**src/rtl/sram_arbiter_2x_pkg.sv**
```systemverilog
// ---------------------------------------------------------------------------
// sram_arb_pkg
// Shared types and constants for the two-requester SRAM arbiter.
//   DEFAULT_ADDR_WIDTH / DEFAULT_DATA_WIDTH : geometry of the 16384x32 SRAM
//   grant_id_e   : which requester owns the SRAM port in a cycle
//   sram_req_t   : one requester's access fields at default geometry
// ---------------------------------------------------------------------------
package sram_arb_pkg;

    localparam int DEFAULT_ADDR_WIDTH = 14;
    localparam int DEFAULT_DATA_WIDTH = 32;
    localparam int DEFAULT_BE_WIDTH   = DEFAULT_DATA_WIDTH / 8;

    typedef enum logic {
        GRANT_A = 1'b0,
        GRANT_B = 1'b1
    } grant_id_e;

    typedef struct packed {
        logic                          rnw;
        logic [DEFAULT_ADDR_WIDTH-1:0] addr;
        logic [DEFAULT_DATA_WIDTH-1:0] wdata;
        logic [DEFAULT_BE_WIDTH-1:0]   be;
        logic                          lock;
    } sram_req_t;

endpackage

```
**src/rtl/sram_arbiter_2x_if.sv**
```systemverilog
// ---------------------------------------------------------------------------
// sram_arbiter_2x_if
// Bundles both requester handshakes and the SRAM-side bus.
//   master : requesters plus SRAM macro (drive requests and sram_data_out)
//   slave  : the arbiter (drives acks, read valids, rdata and SRAM controls)
// ---------------------------------------------------------------------------
interface sram_arbiter_2x_if
    import sram_arb_pkg::*;
#(
    parameter int ADDR_WIDTH = DEFAULT_ADDR_WIDTH,
    parameter int DATA_WIDTH = DEFAULT_DATA_WIDTH
);
    localparam int BE_WIDTH = DATA_WIDTH / 8;

    logic                  req_a, req_b;
    logic                  lock_a, lock_b;
    logic                  rnw_a, rnw_b;
    logic [ADDR_WIDTH-1:0] addr_a, addr_b;
    logic [DATA_WIDTH-1:0] wdata_a, wdata_b;
    logic [BE_WIDTH-1:0]   be_a, be_b;
    logic                  ack_a, ack_b;
    logic                  rdata_valid_a, rdata_valid_b;
    logic [DATA_WIDTH-1:0] rdata;
    logic                  sram_select;
    logic                  sram_read_not_write;
    logic [ADDR_WIDTH-1:0] sram_address;
    logic [DATA_WIDTH-1:0] sram_write_data;
    logic [BE_WIDTH-1:0]   sram_write_enable;
    logic [DATA_WIDTH-1:0] sram_data_out;

    modport master (
        output req_a, req_b, lock_a, lock_b, rnw_a, rnw_b,
               addr_a, addr_b, wdata_a, wdata_b, be_a, be_b, sram_data_out,
        input  ack_a, ack_b, rdata_valid_a, rdata_valid_b, rdata,
               sram_select, sram_read_not_write, sram_address,
               sram_write_data, sram_write_enable
    );

    modport slave (
        input  req_a, req_b, lock_a, lock_b, rnw_a, rnw_b,
               addr_a, addr_b, wdata_a, wdata_b, be_a, be_b, sram_data_out,
        output ack_a, ack_b, rdata_valid_a, rdata_valid_b, rdata,
               sram_select, sram_read_not_write, sram_address,
               sram_write_data, sram_write_enable
    );

endinterface

```
**src/rtl/sram_arbiter_2x_rr_select.sv**
```systemverilog
// ---------------------------------------------------------------------------
// sram_arb_rr_select
// Combinational grant decision: round-robin between A and B, except that a
// locked burst owner keeps the port while under MAX_BURST consecutive grants.
//   enable            : arbitration allowed this cycle
//   req_*/lock_*      : requests and lock wishes
//   last_grant        : most recent grantee
//   burst_owner_valid : last grantee is in a locked burst
//   burst_count       : grants in the current locked burst
//   grant_valid/id    : decision
// ---------------------------------------------------------------------------
module sram_arb_rr_select
    import sram_arb_pkg::*;
#(
    parameter int MAX_BURST = 8
) (
    input  logic       enable,
    input  logic       req_a,
    input  logic       req_b,
    input  logic       lock_a,
    input  logic       lock_b,
    input  grant_id_e  last_grant,
    input  logic       burst_owner_valid,
    input  logic [7:0] burst_count,
    output logic       grant_valid,
    output grant_id_e  grant_id
);
    localparam logic [7:0] MAX_BURST_C = 8'(MAX_BURST);

    logic owner_lock;

    assign owner_lock = (last_grant == GRANT_A) ? lock_a : lock_b;

    // The burst limit only matters under contention; a lone requester always wins.
    always_comb begin
        grant_valid = 1'b0;
        grant_id    = GRANT_A;
        if (enable) begin
            if (req_a && req_b) begin
                grant_valid = 1'b1;
                if (burst_owner_valid && owner_lock && (burst_count < MAX_BURST_C)) begin
                    grant_id = last_grant;
                end else begin
                    grant_id = (last_grant == GRANT_A) ? GRANT_B : GRANT_A;
                end
            end else if (req_a) begin
                grant_valid = 1'b1;
                grant_id    = GRANT_A;
            end else if (req_b) begin
                grant_valid = 1'b1;
                grant_id    = GRANT_B;
            end
        end
    end

endmodule

```
**src/rtl/sram_arbiter_2x.sv**
```systemverilog
// ---------------------------------------------------------------------------
// sram_arbiter_2x
// Two-requester arbiter/sequencer for a shared single-port byte-write SRAM.
//   clk         : clock (also clocks the SRAM)
//   reset_n     : asynchronous active-low reset
//   clk__enable : when low, no grant, no state change, SRAM deselected
//   bus         : requester handshakes, read return and SRAM controls
// Read data returns one cycle after the grant with a per-requester valid.
// ---------------------------------------------------------------------------
module sram_arbiter_2x
    import sram_arb_pkg::*;
#(
    parameter int ADDR_WIDTH = DEFAULT_ADDR_WIDTH,
    parameter int DATA_WIDTH = DEFAULT_DATA_WIDTH,
    parameter int MAX_BURST  = 8
) (
    input logic              clk,
    input logic              reset_n,
    input logic              clk__enable,
    sram_arbiter_2x_if.slave bus
);
    localparam int         BE_WIDTH    = DATA_WIDTH / 8;
    localparam logic [7:0] MAX_BURST_C = 8'(MAX_BURST);

    grant_id_e             last_grant;
    logic [7:0]            burst_count;
    logic                  burst_owner_valid;
    logic                  rd_pending_a;
    logic                  rd_pending_b;

    logic                  arb_enable;
    logic                  grant_valid;
    grant_id_e             grant_id;
    logic                  grant_lock;
    logic                  grant_rnw;
    logic [ADDR_WIDTH-1:0] grant_addr;
    logic [DATA_WIDTH-1:0] grant_wdata;
    logic [BE_WIDTH-1:0]   grant_be;

    // Reset forces every output low, so arbitration is gated by reset_n too.
    assign arb_enable = clk__enable & reset_n;

    sram_arb_rr_select #(
        .MAX_BURST (MAX_BURST)
    ) u_rr_select (
        .enable            (arb_enable),
        .req_a             (bus.req_a),
        .req_b             (bus.req_b),
        .lock_a            (bus.lock_a),
        .lock_b            (bus.lock_b),
        .last_grant        (last_grant),
        .burst_owner_valid (burst_owner_valid),
        .burst_count       (burst_count),
        .grant_valid       (grant_valid),
        .grant_id          (grant_id)
    );

    always_comb begin
        grant_lock  = bus.lock_a;
        grant_rnw   = bus.rnw_a;
        grant_addr  = bus.addr_a;
        grant_wdata = bus.wdata_a;
        grant_be    = bus.be_a;
        if (grant_id == GRANT_B) begin
            grant_lock  = bus.lock_b;
            grant_rnw   = bus.rnw_b;
            grant_addr  = bus.addr_b;
            grant_wdata = bus.wdata_b;
            grant_be    = bus.be_b;
        end
    end

    assign bus.ack_a = grant_valid && (grant_id == GRANT_A);
    assign bus.ack_b = grant_valid && (grant_id == GRANT_B);

    // Idle bus parks in read mode; during reset it is all zeros.
    assign bus.sram_select         = grant_valid;
    assign bus.sram_read_not_write = grant_valid ? grant_rnw : reset_n;
    assign bus.sram_address        = grant_valid ? grant_addr : '0;
    assign bus.sram_write_data     = grant_valid ? grant_wdata : '0;
    assign bus.sram_write_enable   = grant_valid ? (grant_be & {BE_WIDTH{~grant_rnw}}) : '0;

    assign bus.rdata_valid_a = rd_pending_a;
    assign bus.rdata_valid_b = rd_pending_b;
    assign bus.rdata         = reset_n ? bus.sram_data_out : '0;

    // last_grant resets to B so that A wins the first contended cycle.
    // rd_pending holds across disabled cycles because the SRAM output is held.
    always_ff @(posedge clk or negedge reset_n) begin
        if (!reset_n) begin
            last_grant        <= GRANT_B;
            burst_count       <= '0;
            burst_owner_valid <= 1'b0;
            rd_pending_a      <= 1'b0;
            rd_pending_b      <= 1'b0;
        end else if (clk__enable) begin
            rd_pending_a <= bus.ack_a & grant_rnw;
            rd_pending_b <= bus.ack_b & grant_rnw;
            if (grant_valid) begin
                last_grant <= grant_id;
                if (!grant_lock) begin
                    burst_owner_valid <= 1'b0;
                    burst_count       <= '0;
                end else if (burst_owner_valid && (grant_id == last_grant)) begin
                    if (burst_count < MAX_BURST_C) begin
                        burst_count <= burst_count + 8'd1;
                    end
                end else begin
                    burst_owner_valid <= 1'b1;
                    burst_count       <= 8'd1;
                end
            end
        end
    end

endmodule
```
**src/flat_wrapper.sv**
```systemverilog
// flat-port wrapper written by rule: the top's interface ports become plain ports
module sram_arbiter_2x_flat import sram_arb_pkg::*;
#(
    parameter int ADDR_WIDTH = DEFAULT_ADDR_WIDTH,
    parameter int DATA_WIDTH = DEFAULT_DATA_WIDTH,
    parameter int MAX_BURST  = 8
)
  (clk, reset_n, clk__enable, bus_req_a, bus_req_b, bus_lock_a, bus_lock_b, bus_rnw_a, bus_rnw_b, bus_addr_a, bus_addr_b, bus_wdata_a, bus_wdata_b, bus_be_a, bus_be_b, bus_sram_data_out, bus_ack_a, bus_ack_b, bus_rdata_valid_a, bus_rdata_valid_b, bus_rdata, bus_sram_select, bus_sram_read_not_write, bus_sram_address, bus_sram_write_data, bus_sram_write_enable);
  sram_arbiter_2x_if #(.ADDR_WIDTH(ADDR_WIDTH), .DATA_WIDTH(DATA_WIDTH)) bus_i ();
  input logic clk;
  input logic reset_n;
  input logic clk__enable;
  input wire logic [$bits(bus_i.req_a)-1:0] bus_req_a;
  input wire logic [$bits(bus_i.req_b)-1:0] bus_req_b;
  input wire logic [$bits(bus_i.lock_a)-1:0] bus_lock_a;
  input wire logic [$bits(bus_i.lock_b)-1:0] bus_lock_b;
  input wire logic [$bits(bus_i.rnw_a)-1:0] bus_rnw_a;
  input wire logic [$bits(bus_i.rnw_b)-1:0] bus_rnw_b;
  input wire logic [$bits(bus_i.addr_a)-1:0] bus_addr_a;
  input wire logic [$bits(bus_i.addr_b)-1:0] bus_addr_b;
  input wire logic [$bits(bus_i.wdata_a)-1:0] bus_wdata_a;
  input wire logic [$bits(bus_i.wdata_b)-1:0] bus_wdata_b;
  input wire logic [$bits(bus_i.be_a)-1:0] bus_be_a;
  input wire logic [$bits(bus_i.be_b)-1:0] bus_be_b;
  input wire logic [$bits(bus_i.sram_data_out)-1:0] bus_sram_data_out;
  output wire logic [$bits(bus_i.ack_a)-1:0] bus_ack_a;
  output wire logic [$bits(bus_i.ack_b)-1:0] bus_ack_b;
  output wire logic [$bits(bus_i.rdata_valid_a)-1:0] bus_rdata_valid_a;
  output wire logic [$bits(bus_i.rdata_valid_b)-1:0] bus_rdata_valid_b;
  output wire logic [$bits(bus_i.rdata)-1:0] bus_rdata;
  output wire logic [$bits(bus_i.sram_select)-1:0] bus_sram_select;
  output wire logic [$bits(bus_i.sram_read_not_write)-1:0] bus_sram_read_not_write;
  output wire logic [$bits(bus_i.sram_address)-1:0] bus_sram_address;
  output wire logic [$bits(bus_i.sram_write_data)-1:0] bus_sram_write_data;
  output wire logic [$bits(bus_i.sram_write_enable)-1:0] bus_sram_write_enable;
  assign bus_i.req_a = bus_req_a;
  assign bus_i.req_b = bus_req_b;
  assign bus_i.lock_a = bus_lock_a;
  assign bus_i.lock_b = bus_lock_b;
  assign bus_i.rnw_a = bus_rnw_a;
  assign bus_i.rnw_b = bus_rnw_b;
  assign bus_i.addr_a = bus_addr_a;
  assign bus_i.addr_b = bus_addr_b;
  assign bus_i.wdata_a = bus_wdata_a;
  assign bus_i.wdata_b = bus_wdata_b;
  assign bus_i.be_a = bus_be_a;
  assign bus_i.be_b = bus_be_b;
  assign bus_i.sram_data_out = bus_sram_data_out;
  assign bus_ack_a = bus_i.ack_a;
  assign bus_ack_b = bus_i.ack_b;
  assign bus_rdata_valid_a = bus_i.rdata_valid_a;
  assign bus_rdata_valid_b = bus_i.rdata_valid_b;
  assign bus_rdata = bus_i.rdata;
  assign bus_sram_select = bus_i.sram_select;
  assign bus_sram_read_not_write = bus_i.sram_read_not_write;
  assign bus_sram_address = bus_i.sram_address;
  assign bus_sram_write_data = bus_i.sram_write_data;
  assign bus_sram_write_enable = bus_i.sram_write_enable;
  sram_arbiter_2x #(.ADDR_WIDTH(ADDR_WIDTH), .DATA_WIDTH(DATA_WIDTH), .MAX_BURST(MAX_BURST)) u_core (.clk(clk), .reset_n(reset_n), .clk__enable(clk__enable), .bus(bus_i));
endmodule
```
**config.mk**
```make
export PLATFORM = sky130hd
export DESIGN_NAME = sram_arbiter_2x_flat
export DESIGN_NICKNAME = d
export VERILOG_FILES = /design/src/rtl/sram_arbiter_2x_pkg.sv /design/src/rtl/sram_arbiter_2x_if.sv /design/src/rtl/sram_arbiter_2x_rr_select.sv /design/src/rtl/sram_arbiter_2x.sv /design/src/flat_wrapper.sv
export SDC_FILE = /design/constraint.sdc
export NUM_CORES = 1
export LEC_CHECK = 0
export CAP_MARGIN = 30
export CORE_ASPECT_RATIO = 0.6
export CORE_MARGIN = 2
export CORE_UTILIZATION = 27
export CTS_CLUSTER_DIAMETER = 30
export CTS_CLUSTER_SIZE = 8
export DETAILED_ROUTE_END_ITERATION = 8
export HOLD_SLACK_MARGIN = 0.12
export MAX_ROUTING_LAYER = met4
export PLACE_DENSITY_LB_ADDON = 0.15
export SLEW_MARGIN = 20
export SYNTH_ARGS = -nofsm -noshare
export SYNTH_HDL_FRONTEND = slang
export SYNTH_HIERARCHICAL = 1
export SYNTH_SLANG_ARGS = --single-unit
```
**constraint.sdc**
```tcl
create_clock -name clk -period 7.35 [get_ports clk]
set_clock_uncertainty 0.05 [all_clocks]
set_input_delay 1.8375 -clock clk [delete_from_list [all_inputs] [get_ports clk]]
set_output_delay 1.8375 -clock clk [all_outputs]
set_load 0.02 [all_outputs]
```
==> results of run 1 <==
worst max-delay path, stage by stage:
cell and delay, ns:
clkdlybuf4s50_1 0.44, and4bb_2 0.24, and3_2 0.22, a311oi_4 0.34, buf_4 0.37, nand2b_1 0.18, nand3_1 0.21, nor2_1 0.19
clkdlybuf4s50_1 0.62
final timing paths:
kind	startpoint	to	slack, ns	cells after the start
worst max register to register	u_core/last_grant$_DFFE_PN1P_	u_core/burst_count[2]$_DFFE_PN0P_	4.54	8
min in group asynchronous	reset_n	u_core/burst_count[3]$_DFFE_PN0P_	1.96	2
worst min register to register	u_core/bus.rdata_valid_b$_DFFE_PN0P_	u_core/bus.rdata_valid_b$_DFFE_PN0P_	0.51	2
worst max-delay path	bus_lock_a	bus_sram_write_enable[0]	0.82	9
max in group asynchronous	reset_n	u_core/last_grant$_DFFE_PN1P_	4.98	2
worst min-delay path	u_core/bus.rdata_valid_b$_DFFE_PN0P_	u_core/bus.rdata_valid_b$_DFFE_PN0P_	0.51	2
cells by family (layout without fill, tap and decap cells):
kind of cell,Yosys count,count (layout),synth area share [%]
fa+ha+maj,1,1,0.730
simple gates,109,109,39.3
flops,12,12,17.6
xor+xnor,1,1,0.511
buf+inv,19,240,4.74
compound gates,15,15,6.64
mux,52,52,30.4
metrics by stage:
stage          power (mW)  utilization (%)
3_3_place_gp        0.289             66.9
6_report            0.364             67.8
2_1_floorplan       0.163                -
3_5_place_dp        0.292             66.9
5_1_grt             0.385             67.8
4_1_cts             0.368             67.8
metal layers:
| layer | up-vias | global-route usage (%) |
|---|---|---|
| met5 | - | - |
| met4 | 0 | 4.87 |
| met3 | 10 | 3.08 |
| met2 | 92 | 36.9 |
| met1 | 1013 | 24.8 |
| li1 | 1154 | - |
cells in the mapped netlist:
| cell | count |
|---|---|
| a32o_1 | 1 |
| inv_1 | 3 |
| nand3_1 | 2 |
| a41oi_1 | 2 |
| nor4bb_1 | 1 |
| nor2_1 | 7 |
| nor2b_1 | 51 |
| o21ai_0 | 2 |
| nand2b_1 | 1 |
| nor3_1 | 1 |
| or2_1 | 1 |
| buf_2 | 8 |
| a31o_2 | 1 |
| clkbuf_1 | 8 |
| mux2i_1 | 51 |
| or4_4 | 1 |
| a41o_1 | 1 |
| mux2_2 | 1 |
| o22ai_1 | 2 |
| o22a_2 | 1 |
| dfrtp_1 | 11 |
| ha_1 | 1 |
| and2_1 | 34 |
| a311oi_1 | 1 |
| a21oi_1 | 1 |
| o21a_1 | 2 |
| and3_2 | 1 |
| nor3b_1 | 1 |
| dfstp_2 | 1 |
| nand2_1 | 5 |
| nor4_2 | 1 |
| a31oi_1 | 1 |
| and4bb_2 | 1 |
| nand4b_1 | 1 |
| xnor2_1 | 1 |
final cells by class:
cell class,count,share of cell area [%]
Clock buffer,4,1.33
Inverter,3,0.272
Multi-Input combinational cell,178,32.6
Sequential cell,12,7.28
Tap cell,84,2.54
Timing Repair Buffer,233,56.0
power groups by stage:
stage	Combinational (mW)	Sequential, mW	Clock, mW
6_report	0.211	0.0793	0.0738
5_1_grt	0.225	0.0802	0.0794
4_1_cts	0.212	0.0792	0.0764
3_5_place_dp	0.211	0.0803	0
3_3_place_gp	0.209	0.0797	0
2_1_floorplan	0.0848	0.0783	0
state kept, by name, indices dropped and copies added, names as in the netlist:
| signal | count |
|---|---|
| u_core/burst_count | 8 |
| u_core/burst_owner_valid | 1 |
| u_core/bus.rdata_valid_a | 1 |
| u_core/bus.rdata_valid_b | 1 |
| u_core/last_grant | 1 |
==> results.yml, run 1 <==
cells_and_area:
  multi_input_area_um2: 1350
  fillCellCount: 522
  drive_above_1_share_pct: 4.19
  ff_latch_area_um2: 302
  final_cell_mix: "228 x clkdlybuf4s50_1, 51 x mux2i_1, 51 x nor2b_1"
  area_delta_synth_final_pct: 142
  design_area_um2: 4140
  antenna_cells: 0
  final_common_cell: "clkdlybuf4s50_1"
  nNetsFinal: 573
  finalNonFillerCells: 514
floorplan:
  die_x_um: 107
  num_rows: 22
  initial_core_util_pct: 28.1
  chipHeight_um: 65.7
  fp.coreArea_um2: 6110
  fp.dieArea_um2: 7020
  ios: 229
routing:
  drc: 0
  drt-total-wl_um: 7680
  antenna_left: 0
  via_count: 2269
  viasPerCell: 4.41
  wl_met2_um: 3920
  wire_per_inst_um: 14.9
  dr.pass1.iters: 4
  wl_met1_um: 3190
  routed.top_layer: "met4"
  wl_met3_um: 433
  first_iter_violations: 76
global_routing:
  grt_overflow: 0
  grt_pass1_vias: 2328
  grt_max_degree: 46
  grt_pass1_wl_um: 11300
  antenna_found_initial: 0
  track_usage_pct: 20.6
hold_path:
  hold_class: "flop to flop"
synthesis:
  syn_area_um2: 1710
  yosysTopAreaCell: "mux2i_1"
  synth_cell_types: 35
  synthCells: 209
  ys_warn_count: 6
  postSynthAreaPerCell_um2: 8.20
  yosys.area.top_type_share_pct: 29.8
  ys_ff_latch: 12
  syn_nets: 351
  yosysSeqAreaShare_pct: 17.6
  synthTopCellsByArea: "mux2i_1 30%, nor2b_1 19%, dfrtp_1 16%, and2_1 12%, buf_2 2.3%"
power_and_ir_drop:
  seq_power_share_pct: 21.8
  clkPwrFrac_pct: 20.3
  intPower_mw: 0.252
  p_per_area_nw_per_um2: 87.9
  p_leak_nw: 1.53
  p_switching_mw: 0.112
  swShare_pct: 30.8
  vdd_drop_max_mv: 0.0660
  combPwrFrac_pct: 57.9
setup_path:
  cp.arrival_ns: 4.65
  crit_type: "primary input to primary output"
  cp_data_required_time_ns: 5.46
  start_kind: "primary input"
  crit_fanout: 20
  setup.worst_path.end_class: "primary output"
sta:
  slew_headroom_pct: 55.5
  post-route-period-util_pct: 88.9
  fin_ws_ns: 0.817
  rsz0062_at_grt: "false"
  fin_crit_ns: 6.53
  whs_ns: 0.505
  fmax_mhz: 153
  drv_slew: 0
  setup_viol: 0
  tightest_slew_ns: 0.667
  hold_viol_final: 0
  setup_tns_ns: 0
clock_tree:
  clkLatencyLatePin_ns: 0.25
  htree_levels: 1
  cts_sinks: 12
  path_clk_slew_ns: 0.05
  clockBufferDepth: 2
  post_cts_buffers: 0
  cts-buffers-inserted: 3
  cts_tree: "done"
  holdBufCountCts: 0
  cts.repair.resized: 0
  root_buffer: "clkbuf_8"
placed_design:
  gp_congestion: 0.779
  dp_cells: 510
  post_dp_cell_area_um2: 4090
  hpwl_um: 6460
  port_buffers: 228
  dp_slack_ns: 0.822
status:
  status: "finished, final reports clean"
job:
  max_cap_violations: 0
(Power assumes the default switching activity.)
==> run 2: changes to the inputs <==
- SETUP_SLACK_MARGIN: unset -> 0.02
==> results of run 2 <==
Same layout as run 1: the final DEF is identical, and so are final timing and power.
